<file path="config.mk">
export PLATFORM = sky130hd
export DESIGN_NAME = bus_rr_arbiter
export DESIGN_NICKNAME = d
export VERILOG_FILES = /design/src/rtl/bus_rr_arbiter.sv
export SDC_FILE = /design/constraint.sdc
export NUM_CORES = 1
export LEC_CHECK = 0
export BUFFER_PORTS_ARGS = -buffer_cell sky130_fd_sc_hd__buf_2
export CAP_MARGIN = 5
export CORE_UTILIZATION = 50
export CTS_CLUSTER_DIAMETER = 40
export DETAILED_ROUTE_END_ITERATION = 8
export GPL_TIMING_DRIVEN = 0
export PLACE_DENSITY = 0.75
export SETUP_SLACK_MARGIN = 0.05
export SLEW_MARGIN = 20
export SYNTH_ARGS = -nofsm -noshare
export SYNTH_HDL_FRONTEND = slang
export SYNTH_SLANG_ARGS = --single-unit
</file>
<file path="constraint.sdc">
create_clock -name clk -period 9.6 [get_ports clk]
set_input_delay 0.48 -clock clk [delete_from_list [all_inputs] [get_ports clk]]
set_output_delay 0.48 -clock clk [all_outputs]
set_load 0.02 [all_outputs]
</file>
<file path="src/rtl/bus_rr_arbiter.sv">
// Round-robin owner arbiter for the P7 bridge 8:1 data bus mux.
// One-hot grant, held until release or hold limit, one idle turnaround cycle.
module bus_rr_arbiter #(
  parameter int MAX_HOLD = 16,
  parameter int CNT_W    = 5
) (
  input  logic       clk,
  input  logic       reset,
  input  logic [7:0] req,
  input  logic [7:0] rel,
  output logic [7:0] grant,
  output logic [2:0] sel,
  output logic       busy,
  output logic       timeout
);

  typedef enum logic {
    S_IDLE,
    S_GRANT
  } state_t;

  localparam logic [CNT_W-1:0] LIM = CNT_W'(MAX_HOLD - 1);

  state_t           r_state;
  logic [7:0]       r_grant;
  logic [2:0]       r_sel;
  logic [2:0]       r_ptr;
  logic [CNT_W-1:0] r_cnt;
  logic             r_busy;
  logic             r_timeout;

  logic       w_any;
  logic [2:0] w_win;
  logic       w_vol;
  logic       w_lim;

  // Reverse scan so the candidate nearest to ptr is written last and wins.
  always_comb begin
    w_any = 1'b0;
    w_win = r_ptr;
    for (int k = 7; k >= 0; k--) begin
      if (req[r_ptr + 3'(k)]) begin
        w_any = 1'b1;
        w_win = r_ptr + 3'(k);
      end
    end
  end

  assign w_vol = rel[r_sel] | ~req[r_sel];
  assign w_lim = (MAX_HOLD != 0) && (r_cnt == LIM);

  always_ff @(posedge clk) begin
    if (reset) begin
      r_state   <= S_IDLE;
      r_grant   <= '0;
      r_sel     <= '0;
      r_ptr     <= '0;
      r_cnt     <= '0;
      r_busy    <= 1'b0;
      r_timeout <= 1'b0;
    end else begin
      r_timeout <= 1'b0;
      unique case (r_state)
        S_IDLE: begin
          if (w_any) begin
            r_state <= S_GRANT;
            r_grant <= 8'b1 << w_win;
            r_sel   <= w_win;
            r_busy  <= 1'b1;
            r_cnt   <= '0;
          end
        end
        S_GRANT: begin
          if (w_vol || w_lim) begin
            r_state   <= S_IDLE;
            r_grant   <= '0;
            r_busy    <= 1'b0;
            r_ptr     <= r_sel + 3'd1;
            r_cnt     <= '0;
            r_timeout <= ~w_vol;
          end else begin
            r_cnt <= r_cnt + CNT_W'(1);
          end
        end
        default: r_state <= S_IDLE;
      endcase
    end
  end

  assign grant   = r_grant;
  assign sel     = r_sel;
  assign busy    = r_busy;
  assign timeout = r_timeout;

endmodule

</file>
==> results.json <==
{
  "run_status": "complete, no violations",
  "cp_common_cell": "clkbuf_1",
  "dp_cells": 282,
  "cts_tree": "yes",
  "core-area_um2": 3390,
  "hpwl_um": 3110,
  "start_kind": "flip-flop",
  "final_max_slew_viol_count": 0,
  "stdcell_count": 286,
  "hold_depth": 2,
  "yosys-top-cells-area": "dfxtp_1 (25%), mux4_2 (11%), mux2i_1 (5.6%)",
  "netlist.area_leader.share": 0.246,
  "cts_setup_buffers": 0,
  "required_ps": 9820,
  "multi_input_area_um2": 1230,
  "synth_ff_type": "dfxtp_1",
  "antenna_found_initial": 0,
  "layout.nets": 264,
  "synth_edf_count": 0,
  "grt_max_degree": 13,
  "synth.most_common_cell": "nand2_1",
  "htreeDepth": 1,
  "crit_type": "reg2reg",
  "drtPass1Iterations": 4,
  "die-area_um2": 3820,
  "async_reset_ff_frac": 0,
  "area_delta_synth_final_pct": 13.6,
  "num_vias": 1708,
  "post_cts_resized": 0,
  "pin_count": 31,
  "endpoint_kind": "flip-flop",
  "grt.busiest_layer": "met2",
  "yosysWarningCount": 0,
  "drc": 0,
  "overflow": 0,
  "final_area_um2": 2030,
  "viasPerCell": 5.97,
  "numCtsBuffers": 3,
  "slowest_delay_ps": 620,
  "crit_chain": "clkbuf_1 > clkbuf_1 > inv_2 > ha_1 > buf_6 > mux4_2 > a221oi_1 > o22ai_1 > o32ai_1 > a31oi_1 > and3b_1 > a22o_1",
  "critPathArrivalTime_ps": 4150,
  "setup_tns_ps": 0,
  "use_met2": 0.366,
  "layout-drive-gt1-share": 0.242,
  "grtUsageMet1": 0.296,
  "holdCritPathClass": "in2reg",
  "setup_violations": 0,
  "seq_area_frac_synth": 0.246,
  "initial_utilization": 0.528,
  "fmax_mhz": 254,
  "syn_nets": 229,
  "synth_common_cells": "nand2_1 (23), dfxtp_1 (22), nor2_1 (19)",
  "cp_slowest_cell": "mux4_2",
  "wl_per_cell_um": 14.7,
  "gp_congestion": 0.886,
  "die_w_um": 61.8,
  "grt_usage": 0.217,
  "clock_path_buffers": 2,
  "rsz0062_at_grt": "no",
  "syn_inst": 206,
  "tightest_slew_ps": 732,
  "clk_latency_ps": 310,
  "post-synth-top-area-cell": "dfxtp_1",
  "die_y_um": 61.8,
  "fillers": 315,
  "ys_types": 52,
  "fin_worst_skew_ps": 4.32,
  "synth_area_per_cell_um2": 8.69,
  "ys_seq_elements": 22,
  "syn_area_um2": 1790,
  "grtUsageMet3": 0.0186,
  "finalPower_w": 0.000588,
  "path_max_fanout": 10,
  "finalHoldViolCount": 0,
  "post-route-period-util": 0.410,
  "wl_um": 4210,
  "place_area_um2": 2000,
  "period_needed_ps": 3930,
  "cts.sinks": 22,
  "path_clk_slew_ps": 120,
  "cellLeakagePower_nw": 0.872,
  "drv_cap": 0,
  "fin_util": 0.600,
  "postRouteAntennaNets": 0,
  "ir_drop_mv": 0.164,
  "seqCellArea_um2": 440,
  "grt_pass1_wl_um": 6200,
  "rows": 21,
  "relSlewSlack": 0.510,
  "grt_pass1_vias": 1357,
  "first_iter_violations": 251,
  "root_buffer": "clkbuf_4",
  "p_per_area_nw_per_um2": 289,
  "cts_hold_buffers": 0,
  "port_buffers": 30,
  "antenna_cells": 0,
  "ff2ff_path_depth": 12
}
-- metal layers --
| metal | part of all wire | vias to the layer above |
|---|---|---|
| met5 | 0 | - |
| met4 | 0.010 | 0 |
| met3 | 0.059 | 5 |
| met2 | 0.47 | 62 |
| met1 | 0.46 | 796 |
| li1 | - | 845 |
-- critical path: cells and delay by family, from the launching register on --
kind | cells | cell delay [ps]
muxes | 1 | 620
adders and majority gates | 1 | 330
buffers and inverters | 4 | 1030
and+or+nand+nor | 1 | 270
AOI/OAI and AO/OA | 5 | 1220
DFF | 1 | 350
-- placed cells by master (no fill, tap or decap), drive strengths merged, types with 3 or more instances in the layout --
cell type and count:
a21oi 10, mux2i 10, nand2 23, nor2 20, nor3 4, mux2 6, inv 16, dfxtp 22
nor2b 3, a211oi 5, ha 5, nand3 3, a22oi 3, o31ai 4, o32ai 6, a31oi 5
buf 34, xor2 3, mux4 9, o21ai 5, clkbuf 10
-- sequential cells by signal, indices dropped and copies added (netlist names) --
| signal | flops |
|---|---|
| timeout | 1 |
| r_state | 1 |
| r_cnt | 5 |
| r_ptr | 3 |
| sel | 3 |
| grant | 8 |
| busy | 1 |
-- power by group --
| group | leakage [nW] | internal, W | switching [W] |
|---|---|---|---|
| registers | 0.180 | 0.000114 | 0.0000172 |
| clock network | 0.0210 | 0.0000232 | 0.0000280 |
| logic | 0.672 | 0.000166 | 0.000240 |
-- worst paths after layout --
| path | startpoint | endpoint | slack, ps |
|---|---|---|---|
| max | r_ptr[1] | grant[1] | 5670 |
| max reg2reg | r_ptr[1] | grant[1] | 5670 |
| min | reset | r_ptr[0] | 360 |
| min reg2reg | grant[7] | grant[7] | 460 |
-- final cells by class --
type / instances / share of cell area
multi-input combinational: 158 / 0.604
timing repair buffer: 30 / 0.0738
inverter: 16 / 0.0295
buffer: 10 / 0.0301
sequential: 22 / 0.216
tap: 46 / 0.0283
clock buffer: 4 / 0.0178
-- cells by family after synthesis --
| group | Yosys count | share of synthesized area |
|---|---|---|
| AO/OA/AOI/OAI | 59 | 0.242 |
| flip-flops | 22 | 0.246 |
| AND/OR/NAND/NOR | 64 | 0.171 |
| multiplexers | 25 | 0.209 |
| adder cells (fa/ha/maj) | 5 | 0.0349 |
| XOR/XNOR | 5 | 0.0287 |
| buffers and inverters | 26 | 0.0678 |
-- metrics by stage --
step / setup slack (ps) / hold WS [ps]
global route: 5410 / 344
floorplan: 6270 / 471
finish: 5670 / 358
global placement: 5820 / 431
CTS: 5720 / 349
detailed placement: 5740 / 432
(Power assumes the default switching activity.)
